`config.mk`:
```
export PLATFORM = sky130hd
export DESIGN_NAME = if_fetch_queue
export DESIGN_NICKNAME = d
export VERILOG_FILES = /design/src/rtl/if_pkg.sv /design/src/rtl/ifq_fifo.sv /design/src/rtl/if_fetch_queue.sv
export SDC_FILE = /design/constraint.sdc
export NUM_CORES = 1
export LEC_CHECK = 0
export ABC_AREA = 1
export BUFFER_PORTS_ARGS = -buffer_cell sky130_fd_sc_hd__buf_4
export CELL_PAD_IN_SITES_DETAIL_PLACEMENT = 2
export CELL_PAD_IN_SITES_GLOBAL_PLACEMENT = 2
export CORE_MARGIN = 3
export CORE_UTILIZATION = 38
export CTS_BUF_LIST = sky130_fd_sc_hd__clkbuf_16
export DETAILED_ROUTE_END_ITERATION = 16
export PLACE_DENSITY = 0.92
export SLEW_MARGIN = 20
export SYNTH_ARGS = -nofsm -noshare
export SYNTH_HDL_FRONTEND = slang
export SYNTH_SLANG_ARGS = --single-unit
export TNS_END_PERCENT = 20
```
`constraint.sdc`:
```
create_clock -name clk -period 4.75 [get_ports clk]
set_input_delay 0.2375 -clock clk [delete_from_list [all_inputs] [get_ports clk]]
set_output_delay 0.2375 -clock clk [all_outputs]
set_load 0.02 [all_outputs]
```
`src/rtl/if_pkg.sv`:
```
// Shared types and helpers for the instruction-fetch front end.
// Contents: XLEN/ILEN widths, NOP encoding, the {pc, instr} entry
// carried through the fetch queue, the fetch FSM state type, a constant
// ceil-log2 for pointer widths and a saturating 32-bit add for the
// optional performance counters (IFQ_PERF_COUNTERS_EN).
package if_pkg;

    localparam int unsigned XLEN = 32;
    localparam int unsigned ILEN = 32;

    localparam logic [ILEN-1:0] NOP_INSTR = 32'h0000_0013;

    typedef struct packed {
        logic [XLEN-1:0] pc;
        logic [ILEN-1:0] instr;
    } fetch_entry_t;

    typedef enum logic {
        FS_RESET = 1'b0,
        FS_RUN   = 1'b1
    } fetch_state_e;

    // Smallest r with 2**r >= n.
    function automatic int unsigned clog2(input int unsigned n);
        int unsigned r;
        int unsigned v;
        r = 0;
        v = 1;
        while (v < n) begin
            v = v << 1;
            r = r + 1;
        end
        return r;
    endfunction

    // acc + inc, clamped at all-ones.
    function automatic logic [31:0] sat_add32(input logic [31:0] acc,
                                              input logic [31:0] inc);
        logic [32:0] sum;
        sum = {1'b0, acc} + {1'b0, inc};
        return sum[32] ? 32'hFFFF_FFFF : sum[31:0];
    endfunction

endpackage

```
`src/rtl/ifq_fifo.sv`:
```
// Synchronous FIFO of fetch_entry_t used by the fetch queue.
// Ports:
//   clk, rst      clock; synchronous active-low reset
//   clear_i       drop all entries (wins over push/pop)
//   push_i        write push_data_i at the tail
//   pop_i         retire the head entry (caller guarantees count_o != 0)
//   head_o        head entry, valid while count_o != 0
//   count_o       occupancy 0..DEPTH
// DEPTH must be a power of two so the pointers wrap naturally.
module ifq_fifo
    import if_pkg::*;
#(
    parameter  int unsigned DEPTH = 4,
    localparam int unsigned PTR_W = clog2(DEPTH),
    localparam int unsigned CNT_W = clog2(DEPTH + 1)
) (
    input  logic             clk,
    input  logic             rst,
    input  logic             clear_i,
    input  logic             push_i,
    input  fetch_entry_t     push_data_i,
    input  logic             pop_i,
    output fetch_entry_t     head_o,
    output logic [CNT_W-1:0] count_o
);

    fetch_entry_t     mem_q [DEPTH];
    logic [PTR_W-1:0] wr_ptr_q, wr_ptr_d;
    logic [PTR_W-1:0] rd_ptr_q, rd_ptr_d;
    logic [CNT_W-1:0] count_q, count_d;

    // Pointer and occupancy next-state.
    always_comb begin
        wr_ptr_d = wr_ptr_q;
        rd_ptr_d = rd_ptr_q;
        count_d  = count_q;
        if (clear_i) begin
            wr_ptr_d = '0;
            rd_ptr_d = '0;
            count_d  = '0;
        end else begin
            if (push_i) begin
                wr_ptr_d = wr_ptr_q + PTR_W'(1);
            end
            if (pop_i) begin
                rd_ptr_d = rd_ptr_q + PTR_W'(1);
            end
            if (push_i && !pop_i) begin
                count_d = count_q + CNT_W'(1);
            end else if (pop_i && !push_i) begin
                count_d = count_q - CNT_W'(1);
            end
        end
    end

    always_ff @(posedge clk) begin
        if (!rst) begin
            wr_ptr_q <= '0;
            rd_ptr_q <= '0;
            count_q  <= '0;
        end else begin
            wr_ptr_q <= wr_ptr_d;
            rd_ptr_q <= rd_ptr_d;
            count_q  <= count_d;
        end
    end

    // Storage is not reset; only occupied slots are ever observed.
    always_ff @(posedge clk) begin
        if (rst && push_i && !clear_i) begin
            mem_q[wr_ptr_q] <= push_data_i;
        end
    end

    assign head_o  = mem_q[rd_ptr_q];
    assign count_o = count_q;

endmodule

```
`src/rtl/if_fetch_queue.sv`:
```
// Instruction-fetch front end feeding the IF/ID register.
// Owns the fetch PC, drives a 1-cycle-latency BRAM read port, buffers
// returned {pc, instr} pairs in ifq_fifo and hands them to decode with
// valid/ready. A redirect flushes buffered and in-flight fetches and
// restarts fetch at the new (word-aligned) target.
// Ports:
//   clk, rst                 clock; synchronous active-low reset
//   redirect_en, redirect_pc flush and restart at redirect_pc & ~3
//   imem_rd_en, imem_addr    BRAM read strobe / word address
//   imem_data                BRAM data, valid the cycle after imem_rd_en
//   out_valid, out_ready     decode handshake
//   out_pc, out_instr        head entry
//   fetch_pc                 next PC to be issued (debug)
// Optional build macro IFQ_PERF_COUNTERS_EN adds saturating counters:
//   perf_fetched (pushes), perf_flushed (entries + killed responses
//   discarded by redirects), perf_stall (cycles with the queue full).
module if_fetch_queue
    import if_pkg::*;
#(
    parameter int unsigned     DEPTH    = 4,
    parameter logic [XLEN-1:0] RESET_PC = 32'h0000_0000,
    parameter int unsigned     IMEM_AW  = 10
) (
    input  logic               clk,
    input  logic               rst,
    input  logic               redirect_en,
    input  logic [XLEN-1:0]    redirect_pc,
    output logic               imem_rd_en,
    output logic [IMEM_AW-1:0] imem_addr,
    input  logic [ILEN-1:0]    imem_data,
    output logic               out_valid,
    input  logic               out_ready,
    output logic [XLEN-1:0]    out_pc,
    output logic [ILEN-1:0]    out_instr,
`ifdef IFQ_PERF_COUNTERS_EN
    output logic [31:0]        perf_fetched,
    output logic [31:0]        perf_flushed,
    output logic [31:0]        perf_stall,
`endif
    output logic [XLEN-1:0]    fetch_pc
);

    localparam int unsigned CNT_W  = clog2(DEPTH + 1);
    localparam int unsigned FREE_W = CNT_W + 1;

    fetch_state_e    state_q;
    logic [XLEN-1:0] fetch_pc_q, fetch_pc_d;
    logic            inflight_q, inflight_d;
    logic [XLEN-1:0] inflight_pc_q, inflight_pc_d;

    logic [CNT_W-1:0]  count;
    fetch_entry_t      head;
    fetch_entry_t      push_entry;
    logic              pop;
    logic              push;
    logic              issue;
    logic [FREE_W-1:0] free_slots;

    // Handshake, credit-based issue and kill of the response landing
    // in a redirect cycle. Reset gates everything combinationally.
    always_comb begin
        out_valid  = rst && (count != '0) && !redirect_en;
        pop        = out_valid && out_ready;
        free_slots = FREE_W'(DEPTH) - FREE_W'(count) + FREE_W'(pop);
        issue      = rst && (state_q == FS_RUN) && !redirect_en
                     && (free_slots > FREE_W'(inflight_q));
        push       = inflight_q && !redirect_en;
        push_entry = '{pc: inflight_pc_q, instr: imem_data};
    end

    // Fetch PC / inflight next-state; redirect has priority.
    always_comb begin
        fetch_pc_d    = fetch_pc_q;
        inflight_d    = issue;
        inflight_pc_d = inflight_pc_q;
        if (redirect_en) begin
            fetch_pc_d = redirect_pc & ~XLEN'(3);
        end else if (issue) begin
            fetch_pc_d    = fetch_pc_q + XLEN'(4);
            inflight_pc_d = fetch_pc_q;
        end
    end

    // Fetch FSM and PC/inflight registers.
    always_ff @(posedge clk) begin
        if (!rst) begin
            state_q       <= FS_RESET;
            fetch_pc_q    <= RESET_PC;
            inflight_q    <= 1'b0;
            inflight_pc_q <= RESET_PC;
        end else begin
            case (state_q)
                FS_RESET: state_q <= FS_RUN;
                FS_RUN:   state_q <= FS_RUN;
            endcase
            fetch_pc_q    <= fetch_pc_d;
            inflight_q    <= inflight_d;
            inflight_pc_q <= inflight_pc_d;
        end
    end

    ifq_fifo #(
        .DEPTH(DEPTH)
    ) u_fifo (
        .clk        (clk),
        .rst        (rst),
        .clear_i    (redirect_en),
        .push_i     (push),
        .push_data_i(push_entry),
        .pop_i      (pop),
        .head_o     (head),
        .count_o    (count)
    );

    assign imem_rd_en = issue;
    assign imem_addr  = fetch_pc_q[IMEM_AW+1:2];
    assign out_pc     = head.pc;
    assign out_instr  = head.instr;
    assign fetch_pc   = fetch_pc_q;

`ifdef IFQ_PERF_COUNTERS_EN
    logic [31:0] perf_fetched_q, perf_flushed_q, perf_stall_q;

    // Saturating event counters.
    always_ff @(posedge clk) begin
        if (!rst) begin
            perf_fetched_q <= '0;
            perf_flushed_q <= '0;
            perf_stall_q   <= '0;
        end else begin
            if (push) begin
                perf_fetched_q <= sat_add32(perf_fetched_q, 32'd1);
            end
            if (redirect_en) begin
                perf_flushed_q <= sat_add32(perf_flushed_q,
                                            32'(count) + 32'(inflight_q));
            end
            if (count == CNT_W'(DEPTH)) begin
                perf_stall_q <= sat_add32(perf_stall_q, 32'd1);
            end
        end
    end

    assign perf_fetched = perf_fetched_q;
    assign perf_flushed = perf_flushed_q;
    assign perf_stall   = perf_stall_q;
`endif

endmodule

```
==> summary.txt, run 1 <==
Outcome
  • Status: complete, no violations

Clock network
  • Cts hold-fix bufs: 33
  • Depth of the CTS H-tree: 2
  • Clk slew on worst S/H paths: roughly 0.070 ns
  • Clock Tree Root: clkbuf_16
  • Post-CTS Setup Bufs: 0
  • TritonCTS Buffers: 37
  • Clock Path Buffers: 3
  • Post-cts resize count: 0
  • CTS tree: done
  • Latest clock arrival within the worst-skew pair: 0.53 ns
  • Clk sinks: 319

Final layout
  • Fin cells: 1,852
  • Final-layout fill cell count: 3,396
  • Synth-to-layout area growth: 24.0%
  • Total Nets Final: 1,453
  • Final instance area: 16,300 um2
  • Share of post-route cells with drive strength above 1: 20.4%

STA
  • FMAX: between 200 and 300 MHz
  • Setup violations, final: 0
  • Fin. max-slew vios: 0
  • Final TNS setup: 0 ns
  • Relative slew margins: 28.6%
  • Setup Skew: 0.0221 ns
  • Clock period minus worst slack: ~3.6 ns
  • Final hold slack: 0.0144 ns
  • RSZ-0062 raised after global routing: false
  • Slew @ Worst Pin: 1.07 ns
  • Post-route clock period utilization: about three quarters
  • Hold Violations, Final: 0

Floorplanning
  • Die extent in y: 192 um
  • Die area: 36,900 um2
  • Num ports: 176
  • Row Count: 67
  • DIE WIDTH: 192 um
  • Core footprint: ~34,000 um2
  • Starting Density: a little under 40%

Critical path
  • R2R Path Start: u_fifo.count_o[2]$_SDFFE_PP0P_
  • Setup crit start kind: flip-flop
  • Critical Path Start: u_fifo.count_o[2]$_SDFFE_PP0P_
  • WS Path Type: flip-flop to primary output
  • Worst Path Arrival: 3.32 ns
  • FF-to-FF path depth: 11
  • Worst path required time: 4.51 ns
  • Critical Path End Type: primary output
  • CP Max Fanout: 75

Synth
  • Top-count cell post-synth: edfxtp_1
  • Synth area leaders: edfxtp_1 (57%), dfxtp_1 (11%), o21ai_0 (6.4%)
  • Xor and xnor area share after synthesis: 0.400%
  • Post-synth top flop: edfxtp_1
  • Synth warnings: 0
  • Post-synthesis sequential area ratio: 67.4%
  • Number of synthesized flops with an enable pin: 248
  • Syn avg cell area: 11.0 um2
  • Largest family of logic cells by synthesized area: simple AND/OR/NAND/NOR gates
  • Synth cell types: 37
  • Synth area leader: edfxtp_1
  • Synth Area in Compound Gates: about an eighth
  • Proportion of synthesized area in mux cells: 0%
  • Post-synth ARST share: 0%
  • Post-Synthesis Cells: 1,197
  • FF+latch count, synth: 319
  • Most instantiated cells after synthesis: edfxtp_1 (248), nor2_1 (181), o21ai_0 (169)
  • Synth Area in Simple Gates: 13.7%
  • Synth top area share: 56.6%
  • Mapped cell area: 13,200 um2
  • Post-Synth Adder-Cell Area: 1.01%

Flow run
  • Max-Cap Viols: 0

Placed design
  • Detailed placement HPWL: about 26,000 um
  • Final GP Congestion: slightly above 0.8
  • I/O Buffers: 169
  • Placed cell count: between 1,500 and 2,000
  • Placed inst area: 14,700 um2

Global routing
  • GR Overflow Total: 0
  • Vias in the first global route: 11,000
  • First-pass GRT wire length: 64,600 um
  • GRT Total Usage: ~23%
  • Number of antenna violations at the first check in global routing: 1
  • Largest net degree at the start of global routing: between 80 and 90

Routing
  • Pre-Repair DR Iteration Count: 6
  • Total number of vias: about 9,800
  • DR DRC count: 0
  • Mean number of vias per cell: 5.30
  • WL/cell: 22.7 um
  • 1st-iter DRT viols: 583
  • Post-route ant nets: 0
  • WL final: 42,100 um

Worst hold path
  • Hold-critical path depth: 5
  • Worst hold-check path type: primary input to flip-flop
  • Hold path start: redirect_pc[16]

Power and ir drop
  • Pwr/cell area: 389 nW/um2
  • VDD IR-drop max: approximately 0.2 mV
  • Leakage: 6.06 nW
[layout make-up]
class	instances	area, um2	area share (%)
Antenna cell	1	2.50	0.0153
Clock buffer	39	976	5.98
Clock inverter	28	280	1.72
Inverter	68	258	1.58
Multi-Input combinational cell	736	3680	22.6
Sequential cell	319	8870	54.4
Tap cell	448	561	3.44
Timing Repair Buffer	213	1680	10.3
[state kept, by name (all words and copies together), names as in the netlist, named ones only]
name             cells
u_fifo.mem_q       248
fetch_pc            30
inflight_pc_q       30
u_fifo.count_o       3
u_fifo.rd_ptr_q      2
u_fifo.wr_ptr_q      2
inflight_q           1
state_q              1
[power by group]
group / switching (W) / leakage (nW) / internal [W]
combinational: 0.000184 / 2.54 / 0.000129
clock: 0.00117 / 0.632 / 0.00177
sequential: 0.0000585 / 2.90 / 0.00304
total: 0.00141 / 6.06 / 0.00494
[path summary, 6_finish.rpt]
kind | endpoint | slack, ns
worst max-delay path | imem_rd_en | 1.19
worst max register to register | inflight_pc_q[4]$_SDFFE_PN0P_ | 1.73
worst min register to register | u_fifo.rd_ptr_q[0]$_SDFFE_PP0P_ | 0.49
worst min-delay path | fetch_pc[16]$_SDFFE_PN0P_ | 0.01
[metrics by stage]
step	worst slack, ns	power (W)	utilization, %
2_1_floorplan	0.828	0.00329	-
3_3_place_gp	1.53	0.00342	43.6
3_5_place_dp	1.46	0.00345	43.6
4_1_cts	0.906	0.00641	48.3
5_1_grt	0.892	0.00656	48.3
6_report	1.19	0.00635	48.3
[cells by family after synthesis]
kind of cell               count (synthesis)
xor gates and xnor gates                   6
other                                      1
and+or+nand+nor                          416
AOI/OAI and AO/OA                        300
buffers and inverters                    145
DFF                                      319
adders and majority gates                 10
[worst max-delay path: stages (launching register included)]
cell and delay (ns):
dfxtp_1 0.44, nor3_1 0.09, nor2_1 0.19, nand2_1 0.17, ha_1 0.32, ha_1 0.31
o21bai_1 0.15, nor2_1 0.09, a21boi_4 0.12, buf_4 0.63, buf_4 0.27
[per-layer routing]
| metal | up-vias | global-route usage (%) | share of wire [%] |
|---|---|---|---|
| li1 | 4543 | - | - |
| met1 | 4987 | 28.0 | 42 |
| met2 | 224 | 41.3 | 51 |
| met3 | 60 | 3.45 | 4.1 |
| met4 | 0 | 6.72 | 2.5 |
| met5 | - | 0 | 0 |
[cells in the final DEF, fill, tap and decap left out, types with 5 or more instances in the layout]
cell and count:
inv_1 67, clkinv_2 8, dfxtp_1 69, buf_4 180, nor2_2 7, o22ai_1 62
clkbuf_16 39, nand2_1 146, clkinv_1 6, nor2_1 177, nand3_1 53, dlygate4sd3_1 33
a21oi_1 47, edfxtp_1 248, ha_1 9, a21oi_2 9, nor2_4 11, bufinv_16 5
nand3_2 10, o21ai_0 169
Power figures use the tool's default switching activity.
==> inputs of run 2 (changes only) <==
Clock period 4.75 ns to 3.7 ns, I/O delays scaled along.
==> run 2 against run 1 <==
Net effect:
- clock power up 15%
- design area up 0.21%
- total power up 23%
- global-route usage down 0.71 points
- first-iteration DRC count down 32%
- die area unchanged
- final cell count up 0.27%
- core utilization up 0.10 points
- count of clock-buffer cells in the layout down 2
- wire length down 3.2%
- hold slack better by 0.013 ns
==> summary.txt, run 2 (synthesized netlist as in run 1, its figures left out) <==
Critical path
  • WS Path Type: flip-flop to primary output
  • Critical Path End Type: primary output
  • CP Max Fanout: 21
  • Setup crit start kind: flip-flop
  • Worst path required time: 3.51 ns
  • Worst Path Arrival: 3.10 ns

Clock network
  • Clock Path Buffers: 3
  • Clk sinks: 319
  • Clk slew on worst S/H paths: 0.06 ns
  • Latest clock arrival within the worst-skew pair: 0.51 ns
  • Clock Tree Root: clkbuf_16
  • CTS tree: done
  • Depth of the CTS H-tree: 2
  • TritonCTS Buffers: 36

STA
  • Clock period minus worst slack: 3.29 ns
  • Relative slew margins: 28.0%
  • Setup Skew: 0.0135 ns
  • Post-route clock period utilization: 88.8%
  • Setup violations, final: 0
  • Hold Violations, Final: 0
  • Slew @ Worst Pin: 1.08 ns
  • Fin. max-slew vios: 0
  • FMAX: just over 300 MHz
  • RSZ-0062 raised after global routing: false

Power and ir drop
  • VDD IR-drop max: 0.241 mV
  • Total power: 0.00778 W
  • Leakage: 6.06 nW
  • Pwr/cell area: 476 nW/um2

Final layout
  • Max FFs per register: ~250
  • Total Nets Final: ~1,500
  • Fin cells: roughly 1,900
  • Commonest non-fill, non-tap cell in the layout: edfxtp_1
  • Share of post-route cells with drive strength above 1: 19.7%
  • Final-layout fill cell count: 3,447
  • Commonest cells after routing, fill and taps aside: edfxtp_1 (248), buf_4 (178), nor2_1 (177)
  • Top reg by flops: u_fifo.mem_q
  • Diodes inserted: 0
  • Synth-to-layout area growth: 24.3%

Global routing
  • GR Overflow Total: 0
  • First-pass GRT wire length: about 63,000 um
  • Number of antenna violations at the first check in global routing: 0
  • GRT Total Usage: roughly 22%
  • Vias in the first global route: 11,000
  • Largest net degree at the start of global routing: 68

Routing
  • DR DRC count: 0
  • Post-route ant nets: 0
  • Pre-Repair DR Iteration Count: 4
  • WL final: 40,800 um
  • WL/cell: 21.9 um
  • Mean number of vias per cell: 5.32
  • 1st-iter DRT viols: 394
  • Total number of vias: 9,876

Placed design
  • Placed cell count: 1,756
  • I/O Buffers: 169
  • Detailed placement HPWL: roughly 25,000 um
  • Final GP Congestion: 0.833

Floorplanning
  • Num ports: 176
  • Core footprint: roughly 34,000 um2
  • DIE WIDTH: 192 um
  • Die extent in y: 192 um
  • Starting Density: 38.9%
  • Die area: between 30,000 and 40,000 um2
  • Row Count: 67

Worst hold path
  • Worst hold-check path type: primary input to flip-flop

Flow run
  • Max-Cap Viols: 0

Outcome
  • Status: complete, no violations
run 2: changes by cell type in the layout (fill, tap and decap cells not counted):
cell,previous run,this run
clkinvlp_4,1,0
bufinv_16,5,3
inv_6,3,0
diode_2,1,0
inv_1,67,69
clkbuf_16,39,37
dlygate4sd3_1,33,38
clkinv_1,6,14
inv_4,1,0
clkinv_2,8,3
buf_12,0,7
buf_4,180,178
run 2: layout make-up:
cell class	instances	area, um2	share of cell area, %
clock buffer	37	926	5.66
tap	448	561	3.43
clock inverter	26	194	1.19
multi-input combinational	736	3680	22.5
timing repair buffer	223	1860	11.4
sequential	319	8870	54.3
inverter	68	256	1.57
run 2: where the power goes:
part | internal (W) | switching (W) | total [W]
clock network | 0.00202 | 0.00138 | 0.00339
registers | 0.00390 | 0.0000728 | 0.00398
logic | 0.000174 | 0.000238 | 0.000413
run 2: worst max-delay path, stage by stage (launching register included):
cell      delay, ns
dfxtp_1        0.45
nor3_1         0.09
nor2_1         0.17
nand2_1        0.15
ha_1           0.31
ha_1           0.30
o21bai_1       0.16
nor2_1         0.09
a21boi_4       0.49
buf_12         0.23
buf_4          0.15
run 2: what timing repair did:
action / CTS / global route
gates resized for setup: 0 / 0
hold endpoints to repair: 134 / 0
endpoints found under the setup margin: 0 / 0
setup buffers: 0 / 0
hold buffers: 38 / 0
run 2: stage by stage:
step	hold slack, ns	setup TNS, ns	setup WS (ns)	utilization [%]	instance area [um2]
4_1_cts	0.00988	0	0.390	48.4	16300
5_1_grt	0.0247	0	0.150	48.4	16300
2_1_floorplan	0.213	-41.92	-0.169	-	13200
3_5_place_dp	0.392	0	0.650	43.9	14800
6_report	0.0278	0	0.415	48.4	16300
3_3_place_gp	0.383	0	0.807	43.9	14800
run 2: metal layers:
metal	up-vias	wire [um]	GRT usage (%)
met5	-	0	0
met4	0	978	5.88
met3	62	1670	3.03
met2	241	20700	39.5
met1	5008	17400	28.0
li1	4565	-	-
run 2: final timing paths:
check	to	cells after the start	from	slack, ns
worst max-delay path	imem_rd_en	10	u_fifo.count_o[2]$_SDFFE_PP0P_	0.41
worst min-delay path	fetch_pc[24]$_SDFFE_PN0P_	5	redirect_pc[24]	0.03
worst max register to register	inflight_pc_q[10]$_SDFFE_PN0P_	11	u_fifo.count_o[2]$_SDFFE_PP0P_	0.75
worst min register to register	flip-flop	2	u_fifo.rd_ptr_q[1]$_SDFFE_PP0P_	0.48
